===== config.mk =====
export PLATFORM = sky130hd
export DESIGN_NAME = dbus_xbar_param
export DESIGN_NICKNAME = d
export VERILOG_FILES = /design/src/rtl/dbus_xbar_param.sv
export SDC_FILE = /design/constraint.sdc
export NUM_CORES = 1
export LEC_CHECK = 0
export CORE_MARGIN = 8
export CORE_UTILIZATION = 34
export CTS_BUF_LIST = sky130_fd_sc_hd__clkbuf_2
export CTS_CLUSTER_DIAMETER = 40
export DETAILED_ROUTE_END_ITERATION = 12
export GPL_ROUTABILITY_DRIVEN = 0
export PLACE_DENSITY = 0.79
export SLEW_MARGIN = 20
export SYNTH_ARGS = -nofsm -noshare
export SYNTH_HDL_FRONTEND = slang
export SYNTH_SLANG_ARGS = --single-unit

===== constraint.sdc =====
create_clock -name clk -period 2.2 [get_ports clk]
set_input_delay 0.44 -clock clk [delete_from_list [all_inputs] [get_ports clk]]
set_output_delay 0.44 -clock clk [all_outputs]
set_load 0.005 [all_outputs]

===== src/rtl/dbus_xbar_param.sv =====
// Table-decoded data-bus interconnect between the LSU and NUM_SLAVES peripherals.
// One transaction in flight: IDLE captures, ACCESS waits for the slave ack, RESP returns the result.
module dbus_xbar_param #(
  parameter int NUM_SLAVES     = 6,
  parameter int ADDR_WIDTH     = 32,
  parameter int DATA_WIDTH     = 32,
  parameter logic [NUM_SLAVES*ADDR_WIDTH-1:0] SLAVE_BASE = '0,
  parameter logic [NUM_SLAVES*ADDR_WIDTH-1:0] SLAVE_MASK = '0,
  parameter int TIMEOUT_CYCLES = 255
) (
  input  logic                             clk,
  input  logic                             rst,
  input  logic                             lsu_req_i,
  input  logic                             lsu_we_i,
  input  logic [1:0]                       lsu_size_i,
  input  logic [ADDR_WIDTH-1:0]            lsu_addr_i,
  input  logic [DATA_WIDTH-1:0]            lsu_wdata_i,
  output logic                             lsu_ack_o,
  output logic                             lsu_err_o,
  output logic [DATA_WIDTH-1:0]            lsu_rdata_o,
  output logic [NUM_SLAVES-1:0]            peri_sel_o,
  output logic                             peri_we_o,
  output logic [ADDR_WIDTH-1:0]            peri_addr_o,
  output logic [DATA_WIDTH-1:0]            peri_wdata_o,
  output logic [DATA_WIDTH/8-1:0]          peri_be_o,
  input  logic [NUM_SLAVES*DATA_WIDTH-1:0] peri_rdata_i,
  input  logic [NUM_SLAVES-1:0]            peri_ack_i,
  output logic [7:0]                       err_count_o
);

  localparam int BE_W   = DATA_WIDTH / 8;
  localparam int LANE_W = $clog2(BE_W);
  localparam int IDX_W  = (NUM_SLAVES > 1) ? $clog2(NUM_SLAVES) : 1;
  localparam logic [15:0] TIMEOUT_LIMIT = 16'(TIMEOUT_CYCLES);

  localparam logic [1:0] ST_IDLE   = 2'd0;
  localparam logic [1:0] ST_ACCESS = 2'd1;
  localparam logic [1:0] ST_RESP   = 2'd2;

  logic [1:0]            state_q,   state_d;
  logic [ADDR_WIDTH-1:0] addr_q,    addr_d;
  logic                  we_q,      we_d;
  logic [DATA_WIDTH-1:0] wdata_q,   wdata_d;
  logic [BE_W-1:0]       be_q,      be_d;
  logic [IDX_W-1:0]      idx_q,     idx_d;
  logic [NUM_SLAVES-1:0] sel_q,     sel_d;
  logic [15:0]           cnt_q,     cnt_d;
  logic                  err_q,     err_d;
  logic [DATA_WIDTH-1:0] rdata_q,   rdata_d;
  logic [7:0]            err_cnt_q, err_cnt_d;

  logic                  hit;
  logic [IDX_W-1:0]      hit_idx;
  logic                  misaligned;
  logic [LANE_W-1:0]     lane;
  logic [BE_W-1:0]       be_base;
  logic [DATA_WIDTH-1:0] data_mask;
  logic [15:0]           cnt_inc;
  logic [DATA_WIDTH-1:0] slave_rdata;

  // Scan downwards so the lowest matching index is the one left standing.
  always_comb begin
    hit     = 1'b0;
    hit_idx = '0;
    for (int i = NUM_SLAVES - 1; i >= 0; i--) begin
      if ((lsu_addr_i & SLAVE_MASK[i*ADDR_WIDTH +: ADDR_WIDTH]) ==
          SLAVE_BASE[i*ADDR_WIDTH +: ADDR_WIDTH]) begin
        hit     = 1'b1;
        hit_idx = IDX_W'(i);
      end
    end
  end

  always_comb begin
    lane       = lsu_addr_i[LANE_W-1:0];
    misaligned = 1'b0;
    be_base    = '0;
    data_mask  = '0;
    case (lsu_size_i)
      2'b00: begin
        be_base   = BE_W'(1);
        data_mask = DATA_WIDTH'(8'hFF);
      end
      2'b01: begin
        misaligned = lsu_addr_i[0];
        be_base    = BE_W'(3);
        data_mask  = DATA_WIDTH'(16'hFFFF);
      end
      2'b10: begin
        misaligned = |lsu_addr_i[1:0];
        be_base    = BE_W'(15);
        data_mask  = DATA_WIDTH'(32'hFFFF_FFFF);
      end
      default: begin
        misaligned = (DATA_WIDTH != 64) || (|lsu_addr_i[2:0]);
        be_base    = '1;
        data_mask  = '1;
      end
    endcase
  end

  assign cnt_inc     = cnt_q + 16'd1;
  assign slave_rdata = peri_rdata_i[int'(idx_q)*DATA_WIDTH +: DATA_WIDTH];

  always_comb begin
    state_d   = state_q;
    addr_d    = addr_q;
    we_d      = we_q;
    wdata_d   = wdata_q;
    be_d      = be_q;
    idx_d     = idx_q;
    sel_d     = sel_q;
    cnt_d     = cnt_q;
    err_d     = err_q;
    rdata_d   = rdata_q;
    err_cnt_d = err_cnt_q;
    case (state_q)
      ST_IDLE: begin
        if (lsu_req_i) begin
          addr_d  = lsu_addr_i;
          we_d    = lsu_we_i;
          wdata_d = (lsu_wdata_i & data_mask) << {lane, 3'b000};
          be_d    = be_base << lane;
          cnt_d   = '0;
          rdata_d = '0;
          if (!hit || misaligned) begin
            state_d = ST_RESP;
            err_d   = 1'b1;
            sel_d   = '0;
          end else begin
            state_d = ST_ACCESS;
            err_d   = 1'b0;
            idx_d   = hit_idx;
            sel_d   = NUM_SLAVES'(1) << hit_idx;
          end
        end
      end
      ST_ACCESS: begin
        if (peri_ack_i[idx_q]) begin
          state_d = ST_RESP;
          err_d   = 1'b0;
          rdata_d = we_q ? '0 : slave_rdata;
          sel_d   = '0;
        end else if (cnt_inc >= TIMEOUT_LIMIT) begin
          state_d = ST_RESP;
          err_d   = 1'b1;
          rdata_d = '0;
          sel_d   = '0;
          cnt_d   = cnt_inc;
        end else begin
          cnt_d = cnt_inc;
        end
      end
      ST_RESP: begin
        state_d = ST_IDLE;
        if (err_q && (err_cnt_q != 8'hFF)) begin
          err_cnt_d = err_cnt_q + 8'd1;
        end
      end
      default: begin
        state_d = ST_IDLE;
        sel_d   = '0;
      end
    endcase
  end

  always_ff @(posedge clk) begin
    if (rst) begin
      state_q   <= ST_IDLE;
      addr_q    <= '0;
      we_q      <= 1'b0;
      wdata_q   <= '0;
      be_q      <= '0;
      idx_q     <= '0;
      sel_q     <= '0;
      cnt_q     <= '0;
      err_q     <= 1'b0;
      rdata_q   <= '0;
      err_cnt_q <= '0;
    end else begin
      state_q   <= state_d;
      addr_q    <= addr_d;
      we_q      <= we_d;
      wdata_q   <= wdata_d;
      be_q      <= be_d;
      idx_q     <= idx_d;
      sel_q     <= sel_d;
      cnt_q     <= cnt_d;
      err_q     <= err_d;
      rdata_q   <= rdata_d;
      err_cnt_q <= err_cnt_d;
    end
  end

  // Response fields are only meaningful alongside the ack pulse, so keep them quiet otherwise.
  assign lsu_ack_o    = (state_q == ST_RESP);
  assign lsu_err_o    = lsu_ack_o & err_q;
  assign lsu_rdata_o  = lsu_ack_o ? rdata_q : '0;
  assign peri_sel_o   = sel_q;
  assign peri_we_o    = we_q & (state_q == ST_ACCESS);
  assign peri_addr_o  = addr_q;
  assign peri_wdata_o = wdata_q;
  assign peri_be_o    = be_q;
  assign err_count_o  = err_cnt_q;

endmodule


**Word-level counts from Yosys, hierarchy flattened**

Cells that the tools add are included.

- Output and inout port bits: 117
- Bits in read-only memories: 0
- Bits in registers: 134
- Memory bits (writable): 0
- Memories kept: 0
- Latch bits: 0
- Bits of input ports: 268
- Logic and storage cells: 65

- Magnitude comparators: 1
- Divide/modulo/power cells: 0
- $add $sub $neg: 2
- Reductions and logical operators: 11
- Bitwise gates (word level): 4
- Shift-type cells: 2
- Equality and inequality tests: 8
- Multipliers: 0
- Mux-type cells: 27

Operators with widths:

| cell | count |
|---|---|
| $mux W32 | 5 |
| $pmux W32 S2 | 2 |
| $and A32 B32 Y32 | 1 |
| $mux W16 | 2 |
| $pmux W16 S2 | 1 |
| $shl A32 B5 Y32 | 1 |
| $mux W6 | 3 |
| $pmux W6 S3 | 1 |
| $add A16 B1 Y16 const B | 1 |
| $ge A16 B8 Y1 const B | 1 |
| $reduce_and A3 Y1 | 3 |
| $add A8 B1 Y8 const B | 1 |
| $mux W2 | 4 |
| $ne A8 B8 Y1 const B | 1 |
| $pmux W4 S2 | 1 |
| $reduce_and A2 Y1 | 3 |
| $mux W1 | 5 |
| $eq A2 B1 Y1 const B | 2 |
| $eq A2 B2 Y1 const B | 2 |
| $logic_not A2 Y1 | 2 |
| $ne A2 B2 Y1 const B | 2 |
| $pmux W2 S2 | 1 |
| $shl A4 B2 Y4 | 1 |
| $ne A3 B3 Y1 const B | 1 |
| other kinds (7) | 8 |

**Depth between registers and ports, before layout**

Gate-level depths: netlist of run 1.

- Depth after elaboration: 5
- Mapped depth: 9
- Mapped depth without buffers: 8

**Worst setup path after synthesis of run 1**

No wires, ideal clock.

- Path kind: reg2reg
- From: reg cnt_q[0]
- To: reg rdata_q[16]
- Path buffers: 1
- Arrival: 2.106 ns
- Cell stages (with the launch flop): 9
- Setup slack: 0.003 ns
- Cells stage by stage: dfxtp_1 -> ha_1 -> nand3_2 -> nor4_2 -> mux2i_1 -> and4b_4 -> o211ai_4 -> buf_6 -> a311oi_1

- Cells in the longest elaborated chain, start to end: 4

RTL lines:

| item | RTL line | source |
|---|---|---|
| from (decl) | 47 | `logic [15:0] cnt_q, cnt_d;` |
| from (signal assigned) | 188 | `cnt_q <= cnt_d;` |
| $add A16 B1 Y16 | 102 | `assign cnt_inc = cnt_q + 16'd1;` |
| $ge A16 B8 Y1 | 144 | `end else if (cnt_inc >= TIMEOUT_LIMIT) begin` |
| $ne A3 B3 Y1 (no source line) | n/a |  |
| $reduce_and A3 Y1 (no source line) | n/a |  |
| to (signal assigned) | 190 | `rdata_q <= rdata_d;` |
| to (decl) | 49 | `logic [DATA_WIDTH-1:0] rdata_q, rdata_d;` |

Every way passes these cells.
A chain may end at the register's enable or synchronous reset.

**Worst setup path in the final report of run 1**

- From: reg state_q[1]
- To: out lsu_rdata_o[2]

- Cells in the longest elaborated chain, start to end: 2

RTL lines:

| item | RTL line | source |
|---|---|---|
| from (decl) | 40 | `logic [1:0] state_q, state_d;` |
| from (signal assigned) | 181 | `state_q <= state_d;` |
| $eq A2 B2 Y1 | 196 | `assign lsu_ack_o = (state_q == ST_RESP);` |
| $mux W32 | 198 | `assign lsu_rdata_o = lsu_ack_o ? rdata_q : '0;` |
| to (decl) | 20 | `output logic [DATA_WIDTH-1:0] lsu_rdata_o,` |

Every way passes these cells.

==> reports/results.txt, run 1 <==
Setup Viol. Count Final: 24
Mean Syn Cell Area: 7.774 sq um
Maximum clock insertion buffer count: 2
Synth Area in Compound Gates: 0.2085
Number of antenna violations at the first check in global routing: 1
Post-synthesis mux area share: 0.02160
GRT Residual Overflow: 0
Core Footprint: 17300 sq um
CTS clock-pin slew for the worst setup and hold paths: 0.22 ns
Post-synthesis async set-or-reset flop share: 0
Total routing usage reported by global routing: 0.1783
Starting Density: 0.3483
Synth Instances: 775
CP endpoint kind: output port
Worst-path maximum fanout: 8
Vias in the first global route: 6131
Wire length of the first global-routing pass: 31.91 mm
Violated checks: setup timing
Critical Path Source Type: flip-flop
Cell Pwr Density: 547.9 nW/um^2
Total wire length after detailed routing: 20.44 mm
DRC violation count after routing: 0
Adder-cell area share of the yosys netlist: 0.006231
Largest family of logic cells by synthesized area: simple AND/OR/NAND/NOR gates
Width of the chip: 149.1 microns
Die height: 149.1 microns
Total count of hold-check failures in the final report: 0
Number of register bits inferred by synthesis: 129
Final critical-path share of the clock period: 1.016
Worst slew pin tran: 0.6422 ns
Non-filler cells in the finished layout: 1234
Data arrival time of the critical path: 1.80 ns
Worst clock skew: 0.04162 ns
Final Max Slew Viols: 0
Routed wire length per instance: 16.57 microns
Worst slack after detailed placement: -0.04773 ns
Unrepaired setup endpoints after global routing: true
Synth Cell Area: 6025 sq um
Worst EP required: 1.76 ns
Largest cells by area after synthesis: sky130_fd_sc_hd__dfxtp_1 (43%), sky130_fd_sc_hd__nand2_1 (10%), sky130_fd_sc_hd__a21oi_1 (7.8%), sky130_fd_sc_hd__a311oi_1 (4.9%), sky130_fd_sc_hd__nor2_1 (4.0%)
Final worst slack: -0.03549 ns
Fraction of synthesized cell area in xor and xnor cells: 0.01308
Number of sinks driven by the clock tree: 129
Setup Crit Path Kind: flip-flop to output port
Count of cell types in the netlist: 49
Leakage power summed over all cells: 3.441 nW
Number of top-level pins: 385
Ys flop type: sky130_fd_sc_hd__dfxtp_1
Detailed Routing Iterations Pass 1: 5
Placed instance count: 1193
Fraction of the yosys area taken by sequential cells: 0.4287
Clock tree from TritonCTS: yes
Classification of the worst-slack hold path: input pin to flip-flop
First DRT Iteration DRCs: 299
Root Buffer: sky130_fd_sc_hd__clkbuf_2
Detailed placer's ending HPWL: 14.18 mm
Total clock buffers created by CTS: 17
Achievable Freq: 447.3 MHz
Final period demand of the worst path: 2.235 ns
Post-synth top cells: sky130_fd_sc_hd__nand2_1 (163), sky130_fd_sc_hd__dfxtp_1 (129), sky130_fd_sc_hd__a21oi_1 (94), sky130_fd_sc_hd__nor2_1 (64), sky130_fd_sc_hd__clkbuf_1 (55)
Vias per inst: 5.187
Relative slew margins: 0.5710
Full die area: 22240 sq um
Layout Nets: 1267
Area growth syn-to-layout: 53.81%
Fraction of the mapped netlist area in simple logic gates: 0.2627
Number of levels the H-tree was split into: 4
Number of enable flip-flop cells after synthesis: 0
Fraction of post-synthesis cell area in the top cell type by area: 0.4287
Total number of vias: 6401
Clock latency reported for the late side of the worst-skew pair: 0.69 ns
Post-DRT Antenna Nets: 0
Top cell type by total area after synthesis: sky130_fd_sc_hd__dfxtp_1
Sum Neg Setup Slack: -0.6528 ns
Result of the run: finished, violations left
Fraction of final layout cells sized beyond drive strength 1: 0.1984
Pin count of the biggest net entering global routing: 132
Synth Warn #: 0
Count leader, synth: sky130_fd_sc_hd__nand2_1
Max IR drop VDD: 0.3522 mV
Max-cap violations: 0
Buffers on Ports: 214
Internal reg-to-reg setup slack: 0.12 ns
Placement row count: 48
## critical path: stages, from the launching register on
cell and delay [ns]:
sky130_fd_sc_hd__dfxtp_2 0.37, sky130_fd_sc_hd__nor2b_4 0.17, sky130_fd_sc_hd__buf_12 0.14, sky130_fd_sc_hd__buf_12 0.12, sky130_fd_sc_hd__buf_16 0.12, sky130_fd_sc_hd__and2_4 0.14
sky130_fd_sc_hd__buf_6 0.08
## metal layers
layer	wire, microns	GRT usage	part of all wire
met5	0	0	0
met2	9539	0.2882	0.47
met4	459	0.05805	0.022
met1	8120	0.2016	0.40
met3	2323	0.08799	0.11
## through the flow
step | instance area (sq um) | util | hold slack, ns | power [mW]
detailed placement | 8623 | 0.4986 | 0.4456 | 3.493
floorplan | 6040 | - | 0.4483 | 2.917
global route | 9266 | 0.5357 | 0.1682 | 5.331
global placement | 8623 | 0.4986 | 0.4367 | 3.478
finish | 9266 | 0.5357 | 0.2572 | 5.077
CTS | 9056 | 0.5236 | 0.1493 | 5.138
## placed cells by master, fill, tap and decap left out, drive strengths merged, types with 6 or more instances in the layout
cell type        n
inv              9
nand4            6
and2            34
nor2            65
nand3           27
clkbuf          19
a311oi          35
a211oi           8
o21ai           20
clkdlybuf4s50  177
nor3            21
a21oi           94
a31oi            9
a32o             8
mux2i           13
a22oi           11
nand2          163
dfxtp          129
buf             93
## registers in the layout (all words and copies together) (netlist names)
| name | cells |
|---|---|
| state_q | 2 |
| err_q | 1 |
| rdata_q | 32 |
| we_q | 1 |
| cnt_q | 16 |
| err_count_o | 8 |
| peri_sel_o | 1 |
| peri_be_o | 4 |
| peri_wdata_o | 32 |
| peri_addr_o | 32 |
## area by class of cell
class                           instances  area (sq um)
Antenna cell                            1         2.502
Timing Repair Buffer                  272          2809
Clock inverter                         13         160.2
Tap cell                              225         281.5
Inverter                                7         26.28
Fill cell                            1596          8030
Sequential cell                       129          2605
Multi-Input combinational cell        569          3292
Clock buffer                           18         90.09
## power breakdown
| group | switching [mW] | internal (mW) | leakage (nW) | total [mW] |
|---|---|---|---|---|
| logic | 0.482 | 0.553 | 2.24 | 1.03 |
| registers | 0.0498 | 2.43 | 1.06 | 2.48 |
| clock network | 0.930 | 0.630 | 0.140 | 1.56 |
| total | 1.46 | 3.61 | 3.44 | 5.08 |
## timing repair
item                                    in CTS  in global routing
gates cloned                                 3                  1
hold buffers                                 0                  0
endpoints found under the setup margin      40                 69
pin swaps                                   24                 11
gates resized for setup                    187                 54
buffers inserted                             5                  2
## path summary, 6_finish.rpt
kind | start | to | cells after the start
min reg2reg | peri_addr_o[19]$_SDFFE_PP0P_ | peri_addr_o[19]$_SDFFE_PP0P_ | 2
min | lsu_addr_i[2] | peri_addr_o[2]$_SDFFE_PP0P_ | 3
max | state_q[1]$_SDFFE_PP0P_ | lsu_rdata_o[2] | 6
max reg2reg | cnt_q[1]$_SDFFE_PP0P_ | rdata_q[9]$_SDFFE_PP0P_ | 8
## cells by family after synthesis
| group | count (synthesis) |
|---|---|
| buf+inv | 81 |
| xor+xnor | 9 |
| fa+ha+maj | 3 |
| other cells | 1 |
| flops | 129 |
| mux | 13 |
| simple gates | 345 |
| compound gates | 194 |
Power figures use the tool's default switching activity.
==> run 2: changes to the inputs <==
==> constraint.sdc (replaced) <==
create_clock -name clk -period 2.2 [get_ports clk]
set_input_delay 0.44 -clock clk [delete_from_list [all_inputs] [get_ports clk]]
set_output_delay 0.44 -clock clk [all_outputs]
set_load 0.1 [all_outputs]
==> reports/results.txt, run 2 (synthesis results as in run 1) <==
Result of the run: finished, violations left
Violated checks: setup timing
Maximum cell stage delay along the critical path: 0.42 ns
Sum Neg Setup Slack: -1.611 ns
Final Max Slew Viols: 0
Unrepaired setup endpoints after global routing: true
Layout Nets: 1255
Max-cap violations: 0
Critical path origin: state_q[1]$_SDFFE_PP0P_
CP endpoint kind: output port
Wire length of the first global-routing pass: 31.04 mm
Vias in the first global route: 6010
Highest-count cells in the layout ignoring fill and taps: sky130_fd_sc_hd__nand2_1 (163), sky130_fd_sc_hd__buf_4 (114), sky130_fd_sc_hd__dfxtp_1 (111), sky130_fd_sc_hd__clkdlybuf4s50_1 (101), sky130_fd_sc_hd__a21oi_1 (94)
Hold slack final: 0.2728 ns
Most frequent standard cell in the layout excluding fill and tap cells: sky130_fd_sc_hd__nand2_1
Classification of the worst-slack hold path: input pin to flip-flop
DRC violation count after routing: 0
Worst clock skew: 0.03366 ns
Starting Density: 0.3483
Max IR drop VDD: 0.4300 mV
Worst reg2reg endpoint: rdata_q[7]$_SDFFE_PP0P_
Total routing usage reported by global routing: 0.1732
Maximum clock insertion buffer count: 2
Clock tree from TritonCTS: yes
Critical Path Source Type: flip-flop
Slowest stage cell, crit path: sky130_fd_sc_hd__dfxtp_4
Final critical-path share of the clock period: 1.033
Final period demand of the worst path: 2.273 ns
Worst slew pin tran: 0.6123 ns
Total buffers and inverters traversed by the critical path: 2
CTS hold repair buffers: 0
Worst EP required: 1.76 ns
Data arrival time of the critical path: 1.83 ns
Worst path cell trace: nor2b_4, buf_12, and2_1, buf_12
Placement row count: 48
Number of sinks driven by the clock tree: 129
Leakage power summed over all cells: 3.506 nW
Setup Crit Path Kind: flip-flop to output port
Beginning of the worst register-to-register path: cnt_q[9]$_SDFFE_PP0P_
Clock latency reported for the late side of the worst-skew pair: 0.68 ns
First DRT Iteration DRCs: 291
Worst slack after detailed placement: -0.03358 ns
Die height: 149.1 microns
Area growth syn-to-layout: 51.11%
Core occupancy in the finished layout: 0.5263
Routed wire length per instance: 16.32 microns
Total count of hold-check failures in the final report: 0
Total number of vias: 6259
CTS clock-pin slew for the worst setup and hold paths: 0.20 ns
Total clock buffers created by CTS: 17
Post-DRT Antenna Nets: 0
Achievable Freq: 439.9 MHz
Most used cell, CP: sky130_fd_sc_hd__buf_12
Worst Setup EP: lsu_rdata_o[9]
Detailed placer's ending HPWL: 14.43 mm
Count of cells along the worst register-to-register path: 7
Cell family contributing the most delay on the critical path: flip-flops
Filler Cell Count: 1598
Post-layout power: 5.499 mW
Cell Pwr Density: 604.1 nW/um^2
Relative slew margins: 0.5910
Detailed Routing Iterations Pass 1: 5
Core Footprint: 17300 sq um
Logic depth of the worst setup path including buffers: 4
Final worst slack: -0.07313 ns
Internal reg-to-reg setup slack: 0.12 ns
GRT Residual Overflow: 0
Number of antenna violations at the first check in global routing: 1
Number of top-level pins: 385
Pin count of the biggest net entering global routing: 132
Root Buffer: sky130_fd_sc_hd__clkbuf_2
Width of the chip: 149.1 microns
Vias per inst: 5.118
Fraction of final layout cells sized beyond drive strength 1: 0.2417
Number of levels the H-tree was split into: 4
Buffers on Ports: 214
Total wire length after detailed routing: 19.96 mm
Full die area: 22240 sq um
Worst-path maximum fanout: 35
Setup Viol. Count Final: 33
-- run 2: how the worst min path moves through the flow --
stage / from / endpoint / slack [ns] / depth (start not counted)
6_report: lsu_addr_i[4] / peri_addr_o[4]$_SDFFE_PP0P_ / 0.27 / 3
5_1_grt: lsu_addr_i[5] / peri_addr_o[5]$_SDFFE_PP0P_ / 0.14 / 3
4_1_cts: lsu_addr_i[4] / peri_addr_o[4]$_SDFFE_PP0P_ / 0.14 / 3
3_5_place_dp: peri_be_o[0]$_SDFFE_PP0P_ / peri_be_o[0]$_SDFFE_PP0P_ / 0.45 / 2
3_3_place_gp: peri_wdata_o[1]$_SDFFE_PP0P_ / peri_wdata_o[1]$_SDFFE_PP0P_ / 0.44 / 2
2_1_floorplan: we_q$_SDFFE_PP0P_ / we_q$_SDFFE_PP0P_ / 0.45 / 2
-- run 2: routing by layer --
metal / GRT usage / wire [microns] / part of all wire / vias to the layer above
met1: 0.1971 / 8155 / 0.41 / 2882
met3: 0.08890 / 2248 / 0.11 / 31
met5: 0 / 0 / 0 / -
met2: 0.2704 / 9157 / 0.46 / 248
met4: 0.06916 / 393 / 0.020 / 0
li1: - / - / - / 3098
-- run 2: what timing repair did --
action                     4_1_cts  5_1_grt
setup endpoints to repair       36       65
pin swaps                        1        1
setup buffers                    0        0
resized for setup                9       14
-- run 2: metrics by stage --
step | instance area (sq um) | instances
2_1_floorplan | 6062 | 779
3_3_place_gp | 8805 | 1190
3_5_place_dp | 8805 | 1190
4_1_cts | 9069 | 1222
5_1_grt | 9104 | 1223
6_report | 9104 | 1223
-- run 2: worst register-to-register path, stage by stage, from the launching register on --
cell and delay (ns):
sky130_fd_sc_hd__dfxtp_2 0.42, sky130_fd_sc_hd__nand4_1 0.20, sky130_fd_sc_hd__nor4_4 0.34, sky130_fd_sc_hd__mux2i_1 0.22
sky130_fd_sc_hd__and4b_4 0.26, sky130_fd_sc_hd__o211ai_4 0.08, sky130_fd_sc_hd__buf_12 0.18, sky130_fd_sc_hd__a311oi_1 0.30
-- run 2: power by group --
group          internal, mW  switching, mW  leakage, nW  total [mW]
Clock                 0.521          0.927        0.137        1.45
Combinational         0.475           1.09         2.31        1.56
Sequential             2.43         0.0574         1.06        2.49
Total                  3.43           2.07         3.51        5.50
-- run 2: cell type report --
cell class              instances  area (sq um)  area share
multi-input cells             569          3186      0.3499
repair buffers                260          2768      0.3040
flip-flops and latches        129          2610      0.2867
well taps                     225         281.5     0.03092
clock inverters                14         140.1     0.01539
clock buffers                  18         90.09    0.009896
inverters                       7         26.28    0.002886
diodes                          1         2.502   0.0002749
==> run 3: changes to the inputs <==
--- a/config.mk
+++ b/config.mk
@@ -5,13 +5,16 @@
 export SDC_FILE = /design/constraint.sdc
 export NUM_CORES = 1
 export LEC_CHECK = 0
+export ABC_AREA = 1
+export CELL_PAD_IN_SITES_DETAIL_PLACEMENT = 0
+export CELL_PAD_IN_SITES_GLOBAL_PLACEMENT = 1
 export CORE_MARGIN = 8
-export CORE_UTILIZATION = 34
+export CORE_UTILIZATION = 22
 export CTS_BUF_LIST = sky130_fd_sc_hd__clkbuf_2
 export CTS_CLUSTER_DIAMETER = 40
 export DETAILED_ROUTE_END_ITERATION = 12
 export GPL_ROUTABILITY_DRIVEN = 0
-export PLACE_DENSITY = 0.79
+export PLACE_DENSITY_LB_ADDON = 0.1
 export SLEW_MARGIN = 20
 export SYNTH_ARGS = -nofsm -noshare
 export SYNTH_HDL_FRONTEND = slang
==> reports/results.txt, run 3 <==
Max-cap violations: 0
Sequential cell area: 2590 sq um
Final critical-path share of the clock period: 1.024
Synth Cell Area: 6060 sq um
Starting Density: 0.2242
Critical Path Source Type: flip-flop
Non-filler cells in the finished layout: 1448
Core occupancy in the finished layout: 0.3571
Detailed placer's ending HPWL: 16.31 mm
Relative slew margins: 0.5365
Pin count of the biggest net entering global routing: 86
Fraction of post-synthesis cell area in the top cell type by area: 0.4262
Data arrival time of the critical path: 1.81 ns
Relative contribution of sequential cells to total power: 0.393
GRT Residual Overflow: 0
Top cell type by total area after synthesis: sky130_fd_sc_hd__dfxtp_1
Area growth syn-to-layout: 59.26%
Worst-path maximum fanout: 12
Routed wire length per instance: 15.52 microns
Synth Instances: 861
Post-synthesis async set-or-reset flop share: 0
Total routing usage reported by global routing: 0.1358
Highest-count cells in the layout ignoring fill and taps: sky130_fd_sc_hd__nand2_1 (197), sky130_fd_sc_hd__dfxtp_1 (123), sky130_fd_sc_hd__buf_4 (108), sky130_fd_sc_hd__clkdlybuf4s50_1 (101), sky130_fd_sc_hd__nor2_1 (87)
Clock tree from TritonCTS: yes
Number of antenna violations at the first check in global routing: 2
Unrepaired setup endpoints after global routing: true
Final worst slack: -0.05245 ns
Number of enable flip-flop cells after synthesis: 0
Worst EP required: 1.76 ns
Post-route cell area: 9651 sq um
Layout Nets: 1364
Number of top-level pins: 385
Internal power consumption: 3.813 mW
Core Footprint: 27030 sq um
WL met1: 9.605 mm
Number of register bits inferred by synthesis: 129
Placement row count: 60
Total count of hold-check failures in the final report: 0
Fraction of power spent switching nets: 0.4144
Switching power: 2.698 mW
Count leader, synth: sky130_fd_sc_hd__nand2_1
Leakage power summed over all cells: 3.660 nW
Worst clock skew: 0.04680 ns
Full die area: 33110 sq um
Largest cells by area after synthesis: sky130_fd_sc_hd__dfxtp_1 (43%), sky130_fd_sc_hd__nand2_1 (12%), sky130_fd_sc_hd__nor2_1 (7.8%), sky130_fd_sc_hd__inv_1 (5.1%), sky130_fd_sc_hd__o21ai_0 (5.0%)
Placed instance count: 1403
Fraction of final layout cells sized beyond drive strength 1: 0.2884
Root Buffer: sky130_fd_sc_hd__clkbuf_2
Clock latency reported for the late side of the worst-skew pair: 0.71 ns
Synth Warn #: 0
Ys flop type: sky130_fd_sc_hd__dfxtp_1
Detailed Routing Iterations Pass 1: 4
Setup Crit Path Kind: flip-flop to output port
Number of levels the H-tree was split into: 4
Cell Pwr Density: 674.6 nW/um^2
Detailed route wirelength on metal2: 10.91 mm
Maximum clock insertion buffer count: 2
Worst slew pin tran: 0.6927 ns
Top sig layer: met5
Width of the chip: 182.0 microns
First DRT Iteration DRCs: 207
Violated checks: setup timing
Post-DRT Antenna Nets: 0
Classification of the worst-slack hold path: input pin to flip-flop
DRC violation count after routing: 0
Buffers on Ports: 214
Fraction of the yosys area taken by sequential cells: 0.4262
Post-placement cell area: 9175 sq um
Post-synth top cells: sky130_fd_sc_hd__nand2_1 (199), sky130_fd_sc_hd__dfxtp_1 (129), sky130_fd_sc_hd__nor2_1 (126), sky130_fd_sc_hd__inv_1 (82), sky130_fd_sc_hd__o21ai_0 (60)
Wire length of the first global-routing pass: 35.66 mm
Power share of the clock group: 0.255
Total clock buffers created by CTS: 17
Met3 layer wire length in the routed design: 1.793 mm
Post-layout power: 6.510 mW
Final Max Slew Viols: 0
Die height: 182.0 microns
Final period demand of the worst path: 2.252 ns
CP endpoint kind: output port
Mean Syn Cell Area: 7.038 sq um
Total wire length after detailed routing: 22.48 mm
CTS clock-pin slew for the worst setup and hold paths: 0.20 ns
Most frequent standard cell in the layout excluding fill and tap cells: sky130_fd_sc_hd__nand2_1
Combinational share of power: 0.351
Area of combinational cells with multiple inputs: 3207 sq um
Vias per inst: 4.297
Max IR drop VDD: 0.3391 mV
Total number of vias: 6222
Result of the run: finished, violations left
Count of cell types in the netlist: 37
Filler Cell Count: 2891
Hold slack final: 0.1558 ns
Vias in the first global route: 6249
Setup Viol. Count Final: 33
Achievable Freq: 444.0 MHz
Number of sinks driven by the clock tree: 129
-- run 3: changes by cell type after synthesis, moves of 10 or more --
cell / delta
sky130_fd_sc_hd__nor2_1: +62
sky130_fd_sc_hd__a311oi_1: -34
sky130_fd_sc_hd__nand3_1: +16
sky130_fd_sc_hd__and2_1: -34
sky130_fd_sc_hd__a22oi_1: -10
sky130_fd_sc_hd__inv_1: +75
sky130_fd_sc_hd__nor3_1: -19
sky130_fd_sc_hd__o21ai_0: +40
sky130_fd_sc_hd__nand2_1: +36
sky130_fd_sc_hd__clkbuf_1: -17
sky130_fd_sc_hd__a21oi_2: +30
sky130_fd_sc_hd__nand2_2: +32
sky130_fd_sc_hd__mux2i_1: -13
sky130_fd_sc_hd__a21oi_1: -49
-- run 3: worst paths after layout --
path	from	endpoint	slack, ns	cells after the start
setup reg to reg	cnt_q[1]$_SDFFE_PP0P_	rdata_q[8]$_SDFFE_PP0P_	0.17	13
hold reg to reg	rdata_q[12]$_SDFFE_PP0P_	rdata_q[12]$_SDFFE_PP0P_	0.47	2
setup / recovery	state_q[1]$_SDFFE_PP0P_	lsu_rdata_o[21]	-0.05	6
hold / removal	rst	state_q[0]$_SDFFE_PP0P_	0.16	4
-- run 3: metrics by stage --
step	setup slack [ns]	TNS (ns)
6_report	-0.05245	-0.7814
5_1_grt	-0.2230	-6.312
4_1_cts	-0.1657	-4.120
3_5_place_dp	0.08719	0
3_3_place_gp	0.09286	0
2_1_floorplan	-0.3648	-3.102
-- run 3: worst max-delay path: stages, from the launching register on --
cell,delay (ns)
sky130_fd_sc_hd__dfxtp_2,0.40
sky130_fd_sc_hd__inv_4,0.04
sky130_fd_sc_hd__nor2_4,0.13
sky130_fd_sc_hd__inv_6,0.09
sky130_fd_sc_hd__buf_12,0.17
sky130_fd_sc_hd__nor2_4,0.13
sky130_fd_sc_hd__buf_12,0.18
-- run 3: power by group through the flow --
| stage | clock network, mW | registers [mW] | logic, mW |
|---|---|---|---|
| after detailed placement | 0 | 2.61 | 2.21 |
| after CTS | 1.78 | 2.56 | 2.29 |
| after global placement | 0 | 2.61 | 2.22 |
| after floorplan | 0 | 3.41 | 0.718 |
| after global routing | 1.87 | 2.58 | 2.43 |
| final | 1.66 | 2.56 | 2.29 |
-- run 3: layout make-up --
class / count / area share
timing repair buffer: 258 / 0.2924
multi-input combinational: 599 / 0.3323
sequential: 129 / 0.2684
inverter: 88 / 0.03501
tap: 341 / 0.04421
antenna: 1 / 0.0002593
clock buffer: 17 / 0.008816
clock inverter: 15 / 0.01867
-- run 3: repair_timing --
item,CTS,global route
gates cloned,2,1
endpoints found under the setup margin,34,55
pin swaps,5,2
hold buffers,0,0
buffers inserted,6,3
resized for setup,14,5
-- run 3: cells by family (layout without fill, tap and decap cells) --
group | count (synthesis) | in the layout | share of synthesized area
AOI/OAI and AO/OA | 166 | 166 | 0.1642
xor gates and xnor gates | 1 | 1 | 0.001446
adders and majority gates | 3 | 3 | 0.006195
buffers and inverters | 137 | 378 | 0.09622
DFF | 129 | 129 | 0.4262
other | 1 | 6 | 0.0006189
and+or+nand+nor | 424 | 424 | 0.3052
-- run 3: metal layers --
metal  GRT usage  vias to the layer above
met3     0.05749                        9
li1            -                     3211
met5           0                        -
met4     0.02952                        2
met2      0.2244                      138
met1      0.1615                     2862
